==> config.mk <==
export PLATFORM = sky130hd
export DESIGN_NAME = count_reg_ctrl
export DESIGN_NICKNAME = d
export VERILOG_FILES = /design/src/rtl/count_reg_ctrl.sv
export SDC_FILE = /design/constraint.sdc
export NUM_CORES = 1
export LEC_CHECK = 0
export CAP_MARGIN = 20
export CORE_AREA = 2 2 95 97
export DETAILED_ROUTE_END_ITERATION = 10
export DIE_AREA = 0 0 97 99
export GPL_TIMING_DRIVEN = 0
export PLACE_DENSITY = 0.53
export SETUP_SLACK_MARGIN = 0.5
export SLEW_MARGIN = 5
export SYNTH_ARGS = -nofsm -noshare
export SYNTH_HDL_FRONTEND = slang
export SYNTH_SLANG_ARGS = --single-unit
==> constraint.sdc <==
create_clock -name clk -period 2.7 [get_ports clk]
set_input_delay 0.405 -clock clk [delete_from_list [all_inputs] [get_ports clk]]
set_output_delay 0.405 -clock clk [all_outputs]
set_load 0.03 [all_outputs]
==> src/rtl/count_reg_ctrl.sv <==
// Loadable down-counter with terminal-count pulse, optional auto-reload and preset.
// count_q, tc and busy are all registered; ld_ready is the only combinational output.
//
//   state | meaning
//   IDLE  | waiting for a load; en ignored, count_q held
//   RUN   | counting down on en; expiry at count_q == 1
module count_reg_ctrl #(
  parameter int WIDTH = 16
) (
  input  logic             clk,
  input  logic             rst_n,
  input  logic             preset,
  input  logic             ld_valid,
  input  logic [WIDTH-1:0] ld_data,
  output logic             ld_ready,
  input  logic             en,
  input  logic             auto_reload,
  output logic [WIDTH-1:0] count_q,
  output logic             tc,
  output logic             busy
);

  typedef enum logic {
    IDLE = 1'b0,
    RUN  = 1'b1
  } state_e;

  localparam logic [WIDTH-1:0] ONE = WIDTH'(1);

  state_e           state_q, state_d;
  logic [WIDTH-1:0] count_d;
  logic [WIDTH-1:0] reload_q, reload_d;
  logic             tc_d;
  logic             ld_accept;

  assign ld_ready  = (state_q == IDLE) & ~preset;
  assign ld_accept = ld_valid & ld_ready;
  assign busy      = (state_q == RUN);

  always_comb begin
    state_d  = state_q;
    count_d  = count_q;
    reload_d = reload_q;
    tc_d     = 1'b0;
    if (preset) begin
      // preset leaves reload_q alone so a later auto-reload still uses the last load
      count_d = '1;
      state_d = RUN;
    end else if (state_q == IDLE) begin
      if (ld_accept) begin
        count_d  = ld_data;
        reload_d = ld_data;
        if (ld_data == '0) tc_d = 1'b1;
        else               state_d = RUN;
      end
    end else if (en) begin
      if (count_q == ONE) begin
        tc_d = 1'b1;
        if (auto_reload && (reload_q != '0)) begin
          count_d = reload_q;
        end else begin
          count_d = '0;
          state_d = IDLE;
        end
      end else if (count_q > ONE) begin
        count_d = count_q - ONE;
      end
    end
  end

  always_ff @(posedge clk or negedge rst_n) begin
    if (!rst_n) begin
      state_q  <= IDLE;
      count_q  <= '0;
      reload_q <= '0;
      tc       <= 1'b0;
    end else begin
      state_q  <= state_d;
      count_q  <= count_d;
      reload_q <= reload_d;
      tc       <= tc_d;
    end
  end

endmodule

==> results of run 1 <==
## state kept, by name (all words and copies together) (netlist names)
register,count
reload_q,16
tc,1
count_q,16
busy,1
## worst paths after layout
kind / slack [ns] / startpoint / depth (start not counted) / endpoint
worst max-delay path: 0.51 / reload_q[9] / 6 / busy
worst min-delay path: 0.20 / rst_n / 1 / count_q[7]
worst max register to register: 0.51 / reload_q[9] / 6 / busy
worst min register to register: 0.55 / reload_q[8] / 1 / reload_q[8]
max in group asynchronous: 1.96 / rst_n / 1 / count_q[5]
min in group clk: 0.45 / preset / 2 / tc
## per-layer routing
metal | part of all wire (%) | vias to the layer above
met5 | 0 | -
met4 | 1.1 | 0
met3 | 4.2 | 6
met2 | 49 | 51
met1 | 46 | 965
li1 | - | 954
## cells by family (layout without fill, tap and decap cells)
logic type | after synthesis | after routing | synth area share, %
adders and majority gates | 2 | 2 | 1.20
xor gates and xnor gates | 6 | 6 | 2.52
DFF | 34 | 34 | 40.9
AOI/OAI and AO/OA | 63 | 63 | 20.4
muxes | 17 | 17 | 9.19
and+or+nand+nor | 77 | 77 | 22.0
buffers and inverters | 17 | 83 | 3.85
## critical path, stage by stage, from the launching register on
cell and delay [ns]:
dfrtp_1 0.41, or4_4 0.54, o41ai_4 0.46, buf_4 0.18, buf_6 0.08, nand3_2 0.05
a221o_1 0.34
## report_power, final
part / switching [uW] / total (uW) / internal (uW)
registers: 45.6 / 591 / 546
logic: 176 / 328 / 152
clock network: 188 / 446 / 258
## final cells by class
class	count	area (um^2)	area share (%)
Multi-Input combinational cell	165	1300	43.2
Sequential cell	34	855	28.3
Timing Repair Buffer	58	531	17.6
Tap cell	108	135	4.48
Clock buffer	8	110	3.65
Buffer	13	68.8	2.28
Inverter	4	15.0	0.498
## layout by cell type (no fill, tap or decap), drive strengths merged, types with 3 or more instances in the layout
cell,Yosys,routed
clkdlybuf4s50,0,37
dfrtp,34,34
buf,7,27
o21ai,24,24
nand2,19,19
mux2,17,17
nor2,14,14
a21oi,14,14
clkbuf,6,14
nor4,9,9
or4,7,7
a211oi,7,7
xnor2,6,6
nand4,4,4
nand3,4,4
inv,4,4
nor3,4,4
a31oi,3,3
nor4b,3,3
a221oi,3,3
## what timing repair did
item | CTS | global route
setup endpoints to repair | 18 | 16
pin swaps | 5 | 6
resized for setup | 13 | 24
hold buffers | 0 | 0
setup buffers | 8 | 11
gates cloned | 0 | 0
## per-stage QoR
stage	utilization, %	instances	cell area (um^2)
6_report	35.3	390	3020
4_1_cts	33.3	379	2850
2_1_floorplan	-	216	2080
3_3_place_gp	30.5	363	2610
3_5_place_dp	30.4	363	2600
5_1_grt	35.3	390	3020
==> summary.md, run 1 <==
| Metric | Value |
|---|---|
| Outcome | `finished clean` |
| Worst setup SP type | `flip-flop` |
| Kind of critical path | `flip-flop to flip-flop` |
| FF+latch count, synth | `34` |
| RSZ-0062 raised after global routing | `yes` |
| GPL Wtd Cong | `~0.83` |
| Most frequent cell after synthesis | `dfrtp_1` |
| Clock skew | `about 0.013 ns` |
| Initial antenna violation count | `0` |
| Via count | `around 2000` |
| Final Power | `roughly 1400 uW` |
| DRT Wirelength | `about 6600 um` |
| Inserted Clock Buffers | `5` |
| Library cells used by synthesis | `50` |
| 1st-iter DRT viols | `125` |
| Critical Path RT | `about 2.9 ns` |
| VDD IR max | `approximately 170 uV` |
| CORE AREA | `about 0.0086 mm^2` |
| Root buffer selected by CTS | `clkbuf_8` |
| Worst path arrival time | `between 2 and 2.5 ns` |
| Total GRT Usage | `a little over an eighth` |
| Syn Nets | `240` |
| Mapped Cells | `216` |
| Htree depth | `2` |
| CTS Sinks | `34` |
| Die height | `99 um` |
| Fin. Hold Viols | `0` |
| Worst hold path class | `input port to async pin` |
| Synthesized area | `0.00208 mm^2` |
| Fmax | `about 0.46 GHz` |
| Crit path time final | `around 2.2 ns` |
| GRT met3 Usage | `between 2 and 3%` |
| Tightest Pin Transition | `~0.8 ns` |
| CTS tree | `done` |
| Max-slew headroom | `a little under half` |
| Layout cells sized above 1 | `roughly 31%` |
| Final slew viol count | `0` |
| CTS clock-pin slew for the worst setup and hold paths | `about 0.080 ns` |
| EDFF count, synth | `0` |
| CP endpoint kind | `flip-flop` |
| Die ar. | `0.00960 mm^2` |
| Initial Utilization | `24.3%` |
| # IOs | `41` |
| Yosys top cell by area | `dfrtp_1` |
| Layout Nets | `between 300 and 400` |
| Synth area leaders | `dfrtp_1, mux2_2, o21ai_0` |
| Clk_lat worst skew | `about 0.29 ns` |
| Initial DRT Pass Iterations | `4` |
| Main flop type after synthesis | `dfrtp_1` |
| Yosys Warn Count | `0` |
| PwrDens | `about 450 mW/mm^2` |
| Tcrit/Tclk final | `81.1%` |
| Busiest grt layer | `met2` |
| Met1 Usage GRT | `18.6%` |
| FILL cells | `about 850` |
| Wire per inst | `between 15 and 20 um` |
| Global-route wire length before repair | `about 11000 um` |
| Leakage Power | `between 0.001 and 0.0015 uW` |
| Area grow syn2layout | `45.0%` |
| Row count | `34` |
| Vias in the first global route | `between 1500 and 2000` |
| Grt total ovfl | `0` |
| Clk buf depth | `2` |
| Met2 usage | `22.1%` |
| Max_cap viols | `0` |
| Maximum number of pins on one net before global-route repair | `35` |
| Buffers on Ports | `39` |
| Hold_ws | `about 0.2 ns` |
| Number of remaining DRC errors | `0` |
| Final setup margin | `around 0.51 ns` |
| Chip width | `between 90 and 100 um` |
| Max FO, Critical Path | `3` |
| Commonest cells post-synth | `dfrtp_1, o21ai_0, nand2_1` |
| Sequential area share after synthesis | `40.9%` |
| Post-synth top area share | `about two fifths` |
| Final setup TNS | `0 ns` |
| Final setup viols | `0` |
| Detail Placement HPWL | `between 4000 and 5000 um` |
| Worst Setup Slack post-DPL | `~0.26 ns` |
| Diodes inserted | `0` |
| Vias per inst | `between 5 and 6` |
| FFs w/ async S/R, synth | `between 90% and 100%` |
| Post-Syn Area per Cell | `between 9 and 10 um^2` |
| Antenna viol nets, final | `0` |
No activity file was read; power rests on OpenSTA's default activity.
==> run 2, diff against run 1 <==
==> constraint.sdc (replaced) <==
create_clock -name clk -period 2.04 [get_ports clk]
set_input_delay 0.306 -clock clk [delete_from_list [all_inputs] [get_ports clk]]
set_output_delay 0.306 -clock clk [all_outputs]
set_load 0.03 [all_outputs]
==> run 2 against run 1 <==
  * The run now ends with negative setup slack left
  * Core utilization grew 4.5 points
  * Sequential cell count unchanged
  * Critical path type unchanged
  * Largest cell class unchanged
  * Register-to-register slack worse by 0.61 ns
  * Critical endpoint is now count_q[13]
==> summary.md, run 2 (synthesized netlist as in run 1, its figures left out) <==
| Metric | Value |
|---|---|
| Outcome | `complete, but fails checks` |
| Failing checks | `negative setup slack` |
| Clk pwr share | `approximately 30%` |
| Layout cells sized above 1 | `42.5%` |
| Kind of critical path | `flip-flop to flip-flop` |
| Top Registers | `count_q (16), reload_q (16)` |
| Max FO, Critical Path | `5` |
| Tightest Pin Transition | `between 0.7 and 0.8 ns` |
| Critical Path RT | `2.21 ns` |
| Most frequent cells in the layout | `buf_4, dfrtp_1, clkdlybuf4s50_1, nand2_1` |
| Htree depth | `2` |
| CORE AREA | `between 0.008 and 0.009 mm^2` |
| Vias per inst | `slightly above 5` |
| Max-slew headroom | `a little under half` |
| VDD IR max | `between 200 and 250 uV` |
| Inserted Clock Buffers | `5` |
| Fmax | `0.467 GHz` |
| Worst setup SP type | `flip-flop` |
| Initial DRT Pass Iterations | `4` |
| CTS tree | `done` |
| Final setup TNS | `-0.859 ns` |
| Reg power frac | `around 44%` |
| DRT Wirelength | `7200 um` |
| Leakage Power | `0.00134 uW` |
| Diodes inserted | `0` |
| Root buffer selected by CTS | `clkbuf_8` |
| Die height | `99 um` |
| Antenna viol nets, final | `0` |
| FILL cells | `855` |
| Detail Placement HPWL | `between 5000 and 6000 um` |
| Number of remaining DRC errors | `0` |
| CTS Hold Bufs | `0` |
| Via count | `2080` |
| Logic gate share of total power | `between 20% and 30%` |
| RSZ-0062 raised after global routing | `yes` |
| Clk_lat worst skew | `0.30 ns` |
| Worst flop-to-flop path startpoint | `reload_q[9]` |
| Clock skew | `around 0.012 ns` |
| Worst path arrival time | `2.31 ns` |
| Buffers on Ports | `39` |
| Die ar. | `0.00960 mm^2` |
| Wire per inst | `~18 um` |
| Net Sw Frac | `31.9%` |
| Switching power | `approximately 570 uW` |
| PwrDens | `around 530 mW/mm^2` |
| CP endpoint kind | `flip-flop` |
| Worst hold path class | `input port to async pin` |
| Hold_ws | `~0.087 ns` |
| Final setup margin | `-0.102 ns` |
| R2R Path End | `count_q[13]` |
| Internal power | `~1200 uW` |
| Vias in the first global route | `approximately 2100` |
| Total GRT Usage | `roughly 15%` |
| Final setup viols | `15` |
| Reg2Reg Depth | `6` |
| Clk buf depth | `2` |
| Layout Nets | `between 300 and 400` |
| # IOs | `roughly 40` |
| Global-route wire length before repair | `11100 um` |
| Grt total ovfl | `0` |
| Area grow syn2layout | `63.3%` |
| GPL Wtd Cong | `0.805` |
| Crit path time final | `approximately 2.1 ns` |
| 1st-iter DRT viols | `144` |
| Fin. Hold Viols | `0` |
| Chip width | `97 um` |
| Final slew viol count | `0` |
| Initial antenna violation count | `0` |
| CTS Sinks | `34` |
| Setup crit start | `reload_q[9]` |
| Initial Utilization | `24.3%` |
| Tcrit/Tclk final | `105%` |
| Row count | `34` |
| CTS clock-pin slew for the worst setup and hold paths | `0.08 ns` |
| Maximum number of pins on one net before global-route repair | `35` |
| Max_cap viols | `0` |
| R2r setup slk | `-0.10 ns` |
| Most common cell after layout, fill and taps aside | `buf_4` |
-- run 2: final cells by class --
class | count | area, um^2 | area share, %
plain buffers | 13 | 148 | 4.34
clock buffers | 7 | 86.3 | 2.54
clock inverters | 1 | 5.00 | 0.147
inverters | 4 | 30.0 | 0.883
multi-input cells | 165 | 1430 | 42.1
flip-flops and latches | 34 | 861 | 25.3
well taps | 108 | 135 | 3.97
repair buffers | 75 | 702 | 20.6
-- run 2: critical path: stages, from the launching register on --
cell      delay, ns
dfrtp_1        0.41
or4_4          0.54
o41ai_4        0.48
nor3_4         0.11
buf_6          0.16
a221oi_2       0.26
a21oi_1        0.06
-- run 2: routing by layer --
layer,track usage (%),vias up,wire (um)
li1,-,988,-
met5,0,-,0
met3,1.77,10,354
met1,20.2,1012,3240
met2,24.1,70,3470
met4,5.20,0,142
-- run 2: metrics by stage --
| step | setup WS (ns) | power [uW] | area, um^2 | utilization [%] | std cells |
|---|---|---|---|---|---|
| final | -0.102 | 1800 | 3400 | 39.8 | 407 |
| after global routing | -0.158 | 1880 | 3400 | 39.8 | 407 |
| after CTS | -0.0843 | 1750 | 3200 | 37.4 | 393 |
| after detailed placement | -0.213 | 1200 | 2800 | 32.8 | 363 |
| after global placement | -0.246 | 1200 | 2810 | 32.8 | 363 |
| after floorplan | 0.0188 | 1020 | 2280 | - | 216 |
-- run 2: timing repair --
action,in CTS,in global routing
cloned,2,2
buffers inserted,20,12
endpoints found under the setup margin,53,42
pin swaps,11,9
resized for setup,55,35
-- run 2: power groups by stage --
| stage | Combinational [uW] | Sequential [uW] | Clock, uW |
|---|---|---|---|
| 3_5_place_dp | 395 | 800 | 0 |
| 4_1_cts | 416 | 791 | 541 |
| 2_1_floorplan | 185 | 835 | 0 |
| 3_3_place_gp | 396 | 799 | 0 |
| 5_1_grt | 512 | 798 | 574 |
| 6_report | 477 | 792 | 532 |
-- run 2: worst max-delay path by stage --
stage | endpoint | slack [ns]
after global placement | busy | -0.25
after detailed placement | count_q[11] | -0.21
after floorplan | count_q[14] | 0.02
after CTS | count_q[12] | -0.08
after global routing | count_q[13] | -0.16
final | count_q[13] | -0.10
==> run 3, diff against run 2 <==
--- a/config.mk
+++ b/config.mk
@@ -6,11 +6,11 @@
 export NUM_CORES = 1
 export LEC_CHECK = 0
 export CAP_MARGIN = 20
-export CORE_AREA = 2 2 95 97
+export CORE_AREA = 2 2 74 76
 export DETAILED_ROUTE_END_ITERATION = 10
-export DIE_AREA = 0 0 97 99
+export DIE_AREA = 0 0 76 78
 export GPL_TIMING_DRIVEN = 0
-export PLACE_DENSITY = 0.53
+export PLACE_DENSITY = 0.77
 export SETUP_SLACK_MARGIN = 0.5
 export SLEW_MARGIN = 5
 export SYNTH_ARGS = -nofsm -noshare
==> constraint.sdc (replaced) <==
create_clock -name clk -period 1.88 [get_ports clk]
set_input_delay 0.282 -clock clk [delete_from_list [all_inputs] [get_ports clk]]
set_output_delay 0.282 -clock clk [all_outputs]
set_load 0.1 [all_outputs]
==> run 3 against run 2 <==
  * The run still ends with negative setup slack left
  * Register-to-register slack worse by 0.28 ns
  * Sequential power is 11% higher
  * Critical endpoint is now count_q[9]
  * Final cell count is 8.4% lower
  * Power is 30% higher
  * Highest routed layer unchanged
  * Hold slack worse by 0.025 ns
  * Critical path type unchanged
  * Die area is 38% lower
==> summary.md, run 3 (synthesized netlist as in run 1, its figures left out) <==
| Metric | Value |
|---|---|
| Most frequent cells in the layout | `buf_4, buf_6, clkdlybuf4s50_1` |
| Max_cap viols | `0` |
| Logic gate share of total power | `around a third` |
| Maximum number of pins on one net before global-route repair | `35` |
| Leakage Power | `around 0.0014 uW` |
| CORE AREA | `0.00504 mm^2` |
| Crit path time final | `around 2.3 ns` |
| Htree depth | `2` |
| Reg power frac | `37.4%` |
| Kind of critical path | `flip-flop to flip-flop` |
| Worst path arrival time | `between 2 and 2.5 ns` |
| Vias per inst | `around 6.4` |
| CTS clock-pin slew for the worst setup and hold paths | `approximately 0.080 ns` |
| Final setup margin | `-0.383 ns` |
| Final setup TNS | `-5.51 ns` |
| Buffers on Ports | `39` |
| Detail Placement HPWL | `between 4000 and 5000 um` |
| Vias in the first global route | `about 2400` |
| Fmax | `0.442 GHz` |
| Critical Path RT | `2.05 ns` |
| Die height | `78 um` |
| CTS Sinks | `34` |
| Die ar. | `0.00593 mm^2` |
| CP endpoint kind | `flip-flop` |
| RSZ-0062 raised after global routing | `yes` |
| 1st-iter DRT viols | `roughly 310` |
| FF+latch area | `about 890 um^2` |
| Switching power | `855 uW` |
| DRT Wirelength | `slightly above 8000 um` |
| Tcrit/Tclk final | `120%` |
| Clk pwr share | `29.9%` |
| Worst setup SP type | `flip-flop` |
| Net Sw Frac | `36.5%` |
| Worst Setup Slack post-DPL | `-0.477 ns` |
| Clk buf depth | `2` |
| Multi-input logic area | `0.00156 mm^2` |
| Layout cells sized above 1 | `59.4%` |
| Chip width | `76 um` |
| Final setup viols | `17` |
| FILL cells | `~320` |
| Total GRT Usage | `between 20% and 30%` |
| Clock skew | `between 0.007 and 0.008 ns` |
| Max FO, Critical Path | `4` |
| Via count | `2400` |
| Worst hold path class | `input port to async pin` |
| Internal power | `1490 uW` |
| VDD IR max | `~500 uV` |
| Layout Nets | `326` |
| Tightest Pin Transition | `0.794 ns` |
| Grt total ovfl | `0` |
| CTS tree | `done` |
| Final slew viol count | `0` |
| Diodes inserted | `0` |
| Initial DRT Pass Iterations | `5` |
| Wire per inst | `about 22 um` |
| Initial antenna violation count | `0` |
| Failing checks | `negative setup slack` |
| # IOs | `41` |
| Max-slew headroom | `a little under half` |
| Most common cell after layout, fill and taps aside | `buf_4` |
| Area grow syn2layout | `73.1%` |
| Top Registers | `count_q (16), reload_q (16)` |
| PwrDens | `approximately 650 mW/mm^2` |
| Clk_lat worst skew | `approximately 0.3 ns` |
| Outcome | `complete, but fails checks` |
| Global-route wire length before repair | `about 12000 um` |
| Fin. Hold Viols | `0` |
| Inserted Clock Buffers | `5` |
| Number of remaining DRC errors | `0` |
| CTS Hold Bufs | `0` |
| Root buffer selected by CTS | `clkbuf_8` |
| Initial Utilization | `a little over 40%` |
| Antenna viol nets, final | `0` |
| Row count | `26` |
| GPL Wtd Cong | `~0.96` |
-- run 3: area by class of cell --
cell class	instances	share of cell area, %
clock inverters	3	1.25
repair buffers	79	22.0
inverters	4	0.660
flip-flops and latches	34	24.7
clock buffers	5	1.91
well taps	70	2.43
plain buffers	13	3.78
multi-input cells	165	43.3
-- run 3: through the flow --
stage / hold slack, ns / total power [uW] / cell area [um^2] / cells / utilization, %
after floorplan: -0.0136 / 1270 / 2270 / 216 / -
after global placement: 0.514 / 1450 / 2750 / 325 / 54.5
after detailed placement: 0.406 / 1460 / 2740 / 325 / 54.4
after CTS: 0.0898 / 2270 / 3390 / 360 / 67.2
after global routing: 0.125 / 2420 / 3600 / 373 / 71.5
final: 0.0618 / 2340 / 3600 / 373 / 71.5
-- run 3: power by group through the flow --
| stage | Combinational (uW) | Clock (uW) | Sequential (uW) |
|---|---|---|---|
| 2_1_floorplan | 194 | 0 | 1070 |
| 3_3_place_gp | 568 | 0 | 877 |
| 3_5_place_dp | 575 | 0 | 880 |
| 4_1_cts | 694 | 701 | 870 |
| 5_1_grt | 796 | 742 | 883 |
| 6_report | 767 | 701 | 878 |
-- run 3: what timing repair did --
item,4_1_cts,5_1_grt
pin swaps,30,16
resized for setup,190,33
setup buffers,23,13
cloned,4,0
setup endpoints to repair,53,42
-- run 3: worst max-delay path: stages (launching register included) --
cell,delay (ns)
dfrtp_1,0.40
or4_4,0.57
o41ai_4,0.53
nor3_4,0.11
buf_4,0.16
a2111oi_4,0.29
a21oi_1,0.07
-- run 3: metal layers --
layer | global-route usage (%) | vias to the layer above | part of all wire [%]
met5 | 0 | - | 0
met4 | 16.7 | 0 | 5.6
met3 | 7.44 | 57 | 10
met2 | 43.4 | 221 | 48
met1 | 31.6 | 1124 | 37
li1 | - | 998 | -
-- run 3: worst paths after layout --
check,start,endpoint,slack [ns],cells past startpoint
worst min-delay path,rst_n,reload_q[3],0.06,1
min in group clk,preset,tc,0.34,2
worst max register to register,reload_q[2],count_q[9],-0.38,6
worst min register to register,reload_q[11],reload_q[11],0.56,1
max in group asynchronous,rst_n,busy,1.23,1
worst max-delay path,reload_q[2],count_q[9],-0.38,6
